**src/rtl/axis_pkg.sv**
```systemverilog
// Shared constants and helpers for the AXI-Stream sink/source family.
package axis_pkg;

    localparam int AXIS_WIDTH_DEF = 32;
    localparam int CNT_WIDTH_DEF  = 16;

    // Occupancy counter width: must represent 0..depth inclusive.
    function automatic int level_width(input int depth);
        return $clog2(depth) + 1;
    endfunction

endpackage

```
**src/rtl/axis_sink_if.sv**
```systemverilog
// AXI-Stream handshake bundle between an upstream source and axis_sink.
interface axis_sink_if
    import axis_pkg::*;
#(
    parameter int AXIS_WIDTH = AXIS_WIDTH_DEF
) ();

    logic                  s_axis_tvalid;
    logic [AXIS_WIDTH-1:0] s_axis_tdata;
    logic                  s_axis_tready;

    modport master (
        output s_axis_tvalid,
        output s_axis_tdata,
        input  s_axis_tready
    );

    modport slave (
        input  s_axis_tvalid,
        input  s_axis_tdata,
        output s_axis_tready
    );

endinterface

```
**src/rtl/axis_fifo_fwft.sv**
```systemverilog
// First-word-fall-through FIFO with wrap-bit pointers and a registered level.
module axis_fifo_fwft
    import axis_pkg::*;
#(
    parameter int WIDTH = AXIS_WIDTH_DEF,
    parameter int DEPTH = 4
) (
    input  logic                          clk,
    input  logic                          reset_n,
    input  logic                          push_i,
    input  logic [WIDTH-1:0]              push_data_i,
    input  logic                          pop_i,
    output logic                          full_o,
    output logic                          empty_o,
    output logic [WIDTH-1:0]              head_o,
    output logic [level_width(DEPTH)-1:0] level_o
);

    localparam int AW = $clog2(DEPTH);
    localparam int LW = level_width(DEPTH);
    localparam logic [AW:0] PTR_ONE = {{AW{1'b0}}, 1'b1};

    logic [AW:0]      wptr_q, wptr_d;
    logic [AW:0]      rptr_q, rptr_d;
    logic [LW-1:0]    level_q, level_d;
    logic [WIDTH-1:0] mem_q [DEPTH];
    logic             full_s, empty_s, push_s, pop_s;

    assign full_s  = (wptr_q[AW] != rptr_q[AW]) && (wptr_q[AW-1:0] == rptr_q[AW-1:0]);
    assign empty_s = (wptr_q == rptr_q);
    assign push_s  = push_i && !full_s;
    assign pop_s   = pop_i && !empty_s;

    assign full_o  = full_s;
    assign empty_o = empty_s;
    assign level_o = level_q;
    // Stale storage is hidden while empty so the head reads zero.
    assign head_o  = empty_s ? {WIDTH{1'b0}} : mem_q[rptr_q[AW-1:0]];

    // Next-state for pointers and occupancy.
    always_comb begin
        wptr_d  = wptr_q;
        rptr_d  = rptr_q;
        level_d = level_q;
        if (push_s) begin
            wptr_d = wptr_q + PTR_ONE;
        end else begin
            wptr_d = wptr_q;
        end
        if (pop_s) begin
            rptr_d = rptr_q + PTR_ONE;
        end else begin
            rptr_d = rptr_q;
        end
        case ({push_s, pop_s})
            2'b10:   level_d = level_q + LW'(1'b1);
            2'b01:   level_d = level_q - LW'(1'b1);
            default: level_d = level_q;
        endcase
    end

    // Pointer and level registers.
    always_ff @(posedge clk or negedge reset_n) begin
        if (!reset_n) begin
            wptr_q  <= {(AW+1){1'b0}};
            rptr_q  <= {(AW+1){1'b0}};
            level_q <= {LW{1'b0}};
        end else begin
            wptr_q  <= wptr_d;
            rptr_q  <= rptr_d;
            level_q <= level_d;
        end
    end

    // Storage array write port.
    always_ff @(posedge clk) begin
        if (push_s) begin
            mem_q[wptr_q[AW-1:0]] <= push_data_i;
        end
    end

endmodule

```
**src/rtl/axis_sink.sv**
```systemverilog
// AXI-Stream sink: FWFT buffering, local read port, beat counter and
// incrementing-sequence checker.
module axis_sink
    import axis_pkg::*;
#(
    parameter int AXIS_WIDTH = AXIS_WIDTH_DEF,
    parameter int FIFO_DEPTH = 4,
    parameter int CNT_WIDTH  = CNT_WIDTH_DEF,
    parameter int CHK_INC    = 1
) (
    input  logic                               clk,
    input  logic                               reset_n,
    input  logic                               en,
    input  logic                               clr,
    axis_sink_if.slave                         s_axis,
    input  logic                               rd_en,
    output logic                               rd_valid,
    output logic [AXIS_WIDTH-1:0]              rd_data,
    output logic [level_width(FIFO_DEPTH)-1:0] level,
    output logic [CNT_WIDTH-1:0]               beat_count,
    output logic [CNT_WIDTH-1:0]               err_count,
    output logic                               seq_err
);

    localparam logic [CNT_WIDTH-1:0]  CNT_MAX = {CNT_WIDTH{1'b1}};
    localparam logic [CNT_WIDTH-1:0]  CNT_ONE = {{(CNT_WIDTH-1){1'b0}}, 1'b1};
    localparam logic [AXIS_WIDTH-1:0] INC     = AXIS_WIDTH'(CHK_INC);

    logic                  run_q;
    logic                  full_s, empty_s, tready_s, push_s;
    logic [CNT_WIDTH-1:0]  beat_q, beat_d, err_q, err_d;
    logic                  seq_err_q, seq_err_d, first_q, first_d;
    logic [AXIS_WIDTH-1:0] expect_q, expect_d;

    // run_q keeps tready low while reset is held and for the release cycle.
    assign tready_s             = en && run_q && !full_s;
    assign s_axis.s_axis_tready = tready_s;
    assign push_s               = s_axis.s_axis_tvalid && tready_s;
    assign rd_valid             = !empty_s;
    assign beat_count           = beat_q;
    assign err_count            = err_q;
    assign seq_err              = seq_err_q;

    axis_fifo_fwft #(
        .WIDTH (AXIS_WIDTH),
        .DEPTH (FIFO_DEPTH)
    ) u_fifo (
        .clk         (clk),
        .reset_n     (reset_n),
        .push_i      (push_s),
        .push_data_i (s_axis.s_axis_tdata),
        .pop_i       (rd_en),
        .full_o      (full_s),
        .empty_o     (empty_s),
        .head_o      (rd_data),
        .level_o     (level)
    );

    // Counter and checker next-state; clr wins over a same-cycle accept.
    always_comb begin
        beat_d    = beat_q;
        err_d     = err_q;
        seq_err_d = seq_err_q;
        first_d   = first_q;
        expect_d  = expect_q;
        if (clr) begin
            beat_d    = {CNT_WIDTH{1'b0}};
            err_d     = {CNT_WIDTH{1'b0}};
            seq_err_d = 1'b0;
            first_d   = 1'b1;
        end else if (push_s) begin
            if (beat_q != CNT_MAX) begin
                beat_d = beat_q + CNT_ONE;
            end else begin
                beat_d = beat_q;
            end
            if (first_q) begin
                first_d = 1'b0;
            end else if (s_axis.s_axis_tdata != expect_q) begin
                seq_err_d = 1'b1;
                if (err_q != CNT_MAX) begin
                    err_d = err_q + CNT_ONE;
                end else begin
                    err_d = err_q;
                end
            end else begin
                first_d = 1'b0;
            end
            expect_d = s_axis.s_axis_tdata + INC;
        end else begin
            beat_d = beat_q;
        end
    end

    // Counter, checker and run-enable registers.
    always_ff @(posedge clk or negedge reset_n) begin
        if (!reset_n) begin
            run_q     <= 1'b0;
            beat_q    <= {CNT_WIDTH{1'b0}};
            err_q     <= {CNT_WIDTH{1'b0}};
            seq_err_q <= 1'b0;
            first_q   <= 1'b1;
            expect_q  <= {AXIS_WIDTH{1'b0}};
        end else begin
            run_q     <= 1'b1;
            beat_q    <= beat_d;
            err_q     <= err_d;
            seq_err_q <= seq_err_d;
            first_q   <= first_d;
            expect_q  <= expect_d;
        end
    end

endmodule

```
**src/flat_wrapper.sv**
```systemverilog
// flat-port wrapper written by rule: the top's interface ports become plain ports
module axis_sink_flat import axis_pkg::*;
#(
    parameter int AXIS_WIDTH = AXIS_WIDTH_DEF,
    parameter int FIFO_DEPTH = 4,
    parameter int CNT_WIDTH  = CNT_WIDTH_DEF,
    parameter int CHK_INC    = 1
)
  (clk, reset_n, en, clr, rd_en, rd_valid, rd_data, level, beat_count, err_count, seq_err, s_axis_s_axis_tvalid, s_axis_s_axis_tdata, s_axis_s_axis_tready);
  axis_sink_if #(.AXIS_WIDTH(AXIS_WIDTH)) s_axis_i ();
  input  logic clk;
  input  logic reset_n;
  input  logic en;
  input  logic clr;
  input  logic rd_en;
  output logic rd_valid;
  output logic [AXIS_WIDTH-1:0] rd_data;
  output logic [level_width(FIFO_DEPTH)-1:0] level;
  output logic [CNT_WIDTH-1:0] beat_count;
  output logic [CNT_WIDTH-1:0] err_count;
  output logic seq_err;
  input wire logic [$bits(s_axis_i.s_axis_tvalid)-1:0] s_axis_s_axis_tvalid;
  input wire logic [$bits(s_axis_i.s_axis_tdata)-1:0] s_axis_s_axis_tdata;
  output wire logic [$bits(s_axis_i.s_axis_tready)-1:0] s_axis_s_axis_tready;
  assign s_axis_i.s_axis_tvalid = s_axis_s_axis_tvalid;
  assign s_axis_i.s_axis_tdata = s_axis_s_axis_tdata;
  assign s_axis_s_axis_tready = s_axis_i.s_axis_tready;
  axis_sink #(.AXIS_WIDTH(AXIS_WIDTH), .FIFO_DEPTH(FIFO_DEPTH), .CNT_WIDTH(CNT_WIDTH), .CHK_INC(CHK_INC)) u_core (.clk(clk), .reset_n(reset_n), .en(en), .clr(clr), .s_axis(s_axis_i), .rd_en(rd_en), .rd_valid(rd_valid), .rd_data(rd_data), .level(level), .beat_count(beat_count), .err_count(err_count), .seq_err(seq_err));
endmodule
```
**config.mk**
```make
export PLATFORM = sky130hd
export DESIGN_NAME = axis_sink_flat
export DESIGN_NICKNAME = d
export VERILOG_FILES = /design/src/rtl/axis_pkg.sv /design/src/rtl/axis_sink_if.sv /design/src/rtl/axis_fifo_fwft.sv /design/src/rtl/axis_sink.sv /design/src/flat_wrapper.sv
export SDC_FILE = /design/constraint.sdc
export NUM_CORES = 1
export LEC_CHECK = 0
export ABC_AREA = 1
export CAP_MARGIN = 10
export CORE_ASPECT_RATIO = 1.25
export CORE_MARGIN = 2
export CORE_UTILIZATION = 55
export CTS_CLUSTER_DIAMETER = 30
export CTS_CLUSTER_SIZE = 40
export DETAILED_ROUTE_END_ITERATION = 16
export GPL_TIMING_DRIVEN = 1
export PLACE_DENSITY = 0.78
export SYNTH_ARGS = -nofsm -noshare
export SYNTH_HDL_FRONTEND = slang
export SYNTH_HIERARCHICAL = 1
export SYNTH_SLANG_ARGS = --single-unit
```
**constraint.sdc**
```tcl
create_clock -name clk -period 7.7 [get_ports clk]
set_input_delay 1.155 -clock clk [delete_from_list [all_inputs] [get_ports clk]]
set_output_delay 1.155 -clock clk [all_outputs]
set_load 0.02 [all_outputs]
```
# Yosys cells after proc, flatten, opt, wreduce, memory -nomap -nowiden
# Memories as Yosys holds them, arrays and structs flattened.
# Index checks and enable logic that the tools add are counted.
classes:
  n_addsub: 7
  eq_ne: 9
  muxes: 18
  bitwise_logic: 1
  n_reduce_logical: 17
ops:
  columns: ["operator", "count"]
  rows:
  - ["$mux W16", 8]
  - ["$add A16 B1 Y16 const B", 2]
  - ["$add A32 B1 Y32 const B", 1]
  - ["$mux W32", 1]
  - ["$ne A16 B16 Y1 const B", 2]
  - ["$ne A32 B32 Y1", 1]
  - ["$reduce_bool A2 Y1", 5]
  - ["$add A3 B1 Y3 const B", 3]
  - ["$mux W1", 8]
  - ["$logic_and A1 B1 Y1", 6]
  - ["$pmux W3 S2", 1]
  - ["$reduce_and A2 Y1", 2]
  - ["$reduce_and A4 Y1", 1]
  - ["$eq A3 B3 Y1", 1]
  - ["$reduce_and A3 Y1", 1]
  - ["$sub A3 B1 Y3 const B", 1]
  - ["$eq A2 B1 Y1 const B", 1]
  - ["$eq A2 B2 Y1", 1]
  - ["$eq A2 B2 Y1 const B", 1]
  - ["$logic_not A1 Y1", 2]
  - ["$ne A2 B2 Y1 const B", 1]
  - ["$ne A1 B1 Y1", 1]
  - ["$not A1 Y1", 1]
word_totals:
  ff_bits: 76
  ram_bits: 128
  input_bits: 38
  output_inout_bits: 70
  mem_count: 1
mem_list:
  columns: ["memory", "words", "word_bits", "rd", "rd_clocked_by_memory_dff", "wr", "line", "rtl"]
  rows:
  - ["u_core.u_fifo.mem_q", 4, 32, 1, 0, 1, "axis_fifo_fwft.sv:26", "logic [WIDTH-1:0] mem_q [DEPTH];"]

# Depth between registers and ports, before layout
depth:
  ltp_word: 8
  mapped_depth: 16
  mapped_depth_nobuf: 15

# By module
# Netlist, hierarchy kept.
by_module_without_submodules:
  columns: ["module", "n_inst", "cells_each", "area_per_inst_um2", "seq_area_each_um2"]
  rows:
  - ["axis_fifo_fwft", 1, 488, 5706.7, 4068.9]
  - ["axis_sink", 1, 647, 4546.9, 1677.9]

# Worst setup path before layout
# Ideal clock, no wire load.
synth_path:
  path_kind: "input -> register"
  startpoint: "input en"
  endpoint: "memory u_core/u_fifo/mem_q[0][0] in the netlist's numbering, enable pin"
  setup_time_ns: 0.421
  t_arrival_ns: 3.186
  setup_slack_ns: 4.093
  stages: 6
  path_cell_list: "nand2_1 > nor2_2 > nand2_1 > inv_1 > nand2_2 > nor2_1"
synth_via:
  elab_chain_cells: 6
synth_lines:
  columns: ["item", "line", "rtl"]
  rows:
  - ["from (decl)", "flat_wrapper.sv:13", "input logic en;"]
  - ["$logic_and A1 B1 Y1 (2 in series)", "axis_sink.sv:36", "assign tready_s = en && run_q && !full_s;"]
  - ["named net s_axis_s_axis_tready", "flat_wrapper.sv:24", "output wire logic [$bits(s_axis_i.s_axis_tready)-1:0] s_axis_s_axis_tready;"]
  - ["$logic_and A1 B1 Y1", "axis_sink.sv:38", "assign push_s = s_axis.s_axis_tvalid && tready_s;"]
  - ["named net u_core.push_s", "axis_sink.sv:30", "logic full_s, empty_s, tready_s, push_s;"]
  - ["$logic_and A1 B1 Y1", "axis_fifo_fwft.sv:31", "assign push_s = push_i && !full_s;"]
  - ["$mux W1", "axis_fifo_fwft.sv:77", "if (push_s) begin"]
  - ["$mux W1 (not written as such)", "axis_fifo_fwft.sv:78", "mem_q[wptr_q[AW-1:0]] <= push_data_i;"]
  - ["to (decl)", "axis_fifo_fwft.sv:26", null]
# The timed path passes the listed nets, and every way through them passes these cells.

# Worst setup path after layout
layout_path:
  startpoint: "register u_core.u_fifo.rptr_q[0]"
  endpoint: "output rd_data[31]"
layout_via:
  elab_chain_cells: 2
layout_lines:
  columns: ["item", "line", "rtl"]
  rows:
  - ["from (decl)", "axis_fifo_fwft.sv:24", "logic [AW:0] rptr_q, rptr_d;"]
  - ["from (signal assigned)", "axis_fifo_fwft.sv:66", "rptr_q <= {(AW+1){1'b0}};"]
  - ["from (signal assigned)", "axis_fifo_fwft.sv:70", "rptr_q <= rptr_d;"]
  - ["$mem_v2 Z4 W32 or $eq A3 B3 Y1 (tied branches)", null, null]
  - ["$mux W32 (*)", "axis_fifo_fwft.sv:38", "assign head_o = empty_s ? {WIDTH{1'b0}} : mem_q[rptr_q[AW-1:0]];"]
  - ["to (decl)", "flat_wrapper.sv:17", "output logic [AXIS_WIDTH-1:0] rd_data;"]
# Mark *: on every way between the ends. The rest lies on a longest branch, timed or not.

==> flow_summary.yaml <==
clocking:
  h-tree-depth: 2
  clock_latency_ps: 490
  clk_pin_slew_ps: 50
  cts_tree: "yes"
  cts_root_buf: "clkbuf_16"
  cts.path.max_buffers: 3
  cts_setup_buffers: 0
  cts_sinks: 204
  post_cts_resized: 0
  numCtsBuffers: 35
  hold_buffers: 0
finish:
  num_antenna_cells: 0
  syn2layout_area_growth_pct: 23.12
  nets: 1294
  regArea_mm2: 0.005749
  final_common_cell: "nand2_1"
  fill_cells: 1347
  final_cell_mix: "268 x nand2_1, 163 x nor2_1, 128 x edfxtp_1, 114 x inv_1, 107 x o21ai_0"
  multi_input_area_mm2: 0.003817
  drive_above_1_share_pct: 8.891
logic_synthesis:
  synth_nets: 1183
  ys_types: 39
  yosys_warnings: 6
  yosysTopAreaCellShare_pct: 37.49
  ys_seq_area_share_pct: 56.05
  yosysTopAreaCell: "edfxtp_1"
  synth_cells: 1135
  syn_avg_cell_area_um2: 9.034
  ys_ff_latch: 204
  synth_area_mm2: 0.01025
  synthTopCellsByArea: "edfxtp_1 37%, dfrtp_1 18%, nand2_1 9.8%, nor2_1 6.1%, o21ai_0 5.2%"
sta:
  worstMarginPinSlew_ps: 1158
  slew_viol_final: 0
  rsz0062_at_grt: "no"
  fin_ws_ps: 3499
  finClkSkew_ps: 26.08
  min_period_ps: 4201
  slew_headroom_pct: 22.73
  finalSetupViolCount: 0
  tns_ps: 0
  fmaxAchievable_mhz: 238.0
  finalCritPeriodShare_pct: 54.56
  hold_viol_final: 0
pwr:
  irDropWorstVdd_mv: 0.2159
  pwr_density_cell_mw_per_mm2: 348.5
  p_leak_nw: 5.253
route:
  viasPerCell: 5.400
  ant_nets: 0
  firstDrtPassIters: 7
  wl_um: 23140
  drc: 0
  num_vias: 8095
  drt_iter0_drc: 636
  wl_per_cell_um: 15.44
critical_path:
  crit_arrival_ps: 3050
  path_class: "flip-flop to output port"
  cp-end-kind: "output port"
  timing.rr.start: "u_core/u_fifo/rptr_q[0]"
  crit_end: "rd_data[31]"
  startpoint: "u_core/u_fifo/rptr_q[0]"
  r2r_slack_ps: 4230
  cp_max_fo: 66
  worstPathRequired_ps: 6550
  reg2regPathDepth: 11
  worst_r2r_endpoint: "u_core/expect_q[8]"
  crit_path_start_kind: "flip-flop"
placed_design:
  gp_congestion: 0.9170
  port_buffers: 107
  pre_cts_slack_ps: 3863
  dpl.hpwl_um: 14320
global_routing:
  grt_antenna_before_repair: 0
  grt_max_degree: 77
  grt_pass1_vias: 7970
  grt_overflow_total: 0
  grtUsageTotal_pct: 23.67
  grt_pass1_wl_um: 38000
floorplan:
  core.rowCount: 55
  ios: 108
  dieArea_mm2: 0.01976
  core_mm2: 0.01817
  die_x_um: 126.1
  dieHeight_um: 156.7
  start_util_pct: 56.44
hold_path:
  hold_path_class: "flip-flop to flip-flop"
run:
  max_cap_viol_count: 0
run_status:
  status: "complete, no violations"
## worst max-delay path, cell delays in order (launching register included)
cell	delay [ps]
dfrtp_2	410
inv_2	730
nand2_2	90
nand2_2	140
nand3_4	370
nand2_1	230
inv_1	50
clkdlybuf4s50_1	530
## state kept, by name, summed over array words and instances, names as in the netlist
register               cells
u_core/beat_count         16
u_core/seq_err             1
u_core/run_q               1
u_core/err_count          16
u_core/expect_q           32
u_core/first_q             1
u_core/u_fifo/level_o      3
u_core/u_fifo/rptr_q       3
u_core/u_fifo/mem_q      128
u_core/u_fifo/wptr_q       3
## area by class of cell
cell class	count	share of cell area (%)
sequential	204	45.54
tap	228	2.260
timing repair buffer	114	8.880
clock buffer	45	7.552
inverter	119	3.538
clock inverter	17	1.992
multi-input combinational	772	30.24
## synth_stat cells, drive strengths merged
master,number
dfrtp,75
o21ai,135
nor4,2
nor3,17
nand2,280
xor2,24
nand3,45
conb,1
xnor2,33
inv,119
o22ai,3
edfxtp,128
clkbuf,12
dfstp,1
o31ai,4
nor2,177
or2,1
buf,28
a21oi,7
fa,1
nand4,26
and2,1
nor3b,4
a21o,1
ha,9
o21bai,1
## cells by family after synthesis
group                      count (synthesis)  synth area share, %
xor gates and xnor gates                  57                4.869
DFF                                      204                56.05
and+or+nand+nor                          553                23.29
AOI/OAI and AO/OA                        151                7.663
other                                      1              0.03657
adders and majority gates                 10                1.293
buffers and inverters                    159                6.797
## report_power, final
| group | internal [mW] | total, mW | switching (mW) |
|---|---|---|---|
| clock | 1.05 | 1.57 | 0.517 |
| combinational | 0.570 | 1.46 | 0.886 |
| sequential | 1.30 | 1.38 | 0.0757 |
## worst min-delay path by stage
stage / from / to / cells after the start
global placement: u_core/expect_q[30] / u_core/expect_q[30] / 2
global route: u_core/expect_q[28] / u_core/expect_q[28] / 2
detailed placement: u_core/expect_q[24] / u_core/expect_q[24] / 2
CTS: u_core/expect_q[24] / u_core/expect_q[24] / 2
finish: u_core/expect_q[24] / u_core/expect_q[24] / 2
floorplan: u_core/expect_q[24] / u_core/expect_q[24] / 2
## per-layer routing
metal / global-route usage [%] / wire (µm) / part of all wire (%) / vias to the layer above
li1: - / - / - / 3925
met3: 4.103 / 1301 / 5.6 / 46
met2: 41.42 / 11700 / 51 / 256
met4: 9.158 / 568 / 2.5 / 0
met5: 0 / 0 / 0 / -
met1: 29.37 / 9568 / 41 / 3868
## per-stage QoR
step           util, %  total power, mW  area, µm²  hold slack [ps]  cells
3_3_place_gp     62.86            2.805      11420            482.2   1437
3_5_place_dp     62.86            2.840      11420            485.9   1437
5_1_grt          69.49            4.656      12620            521.9   1499
6_report         69.49            4.400      12620            497.2   1499
4_1_cts          69.49            4.427      12620            500.5   1499
2_1_floorplan        -            2.342      10250            469.3   1135
(Power assumes the default switching activity.)
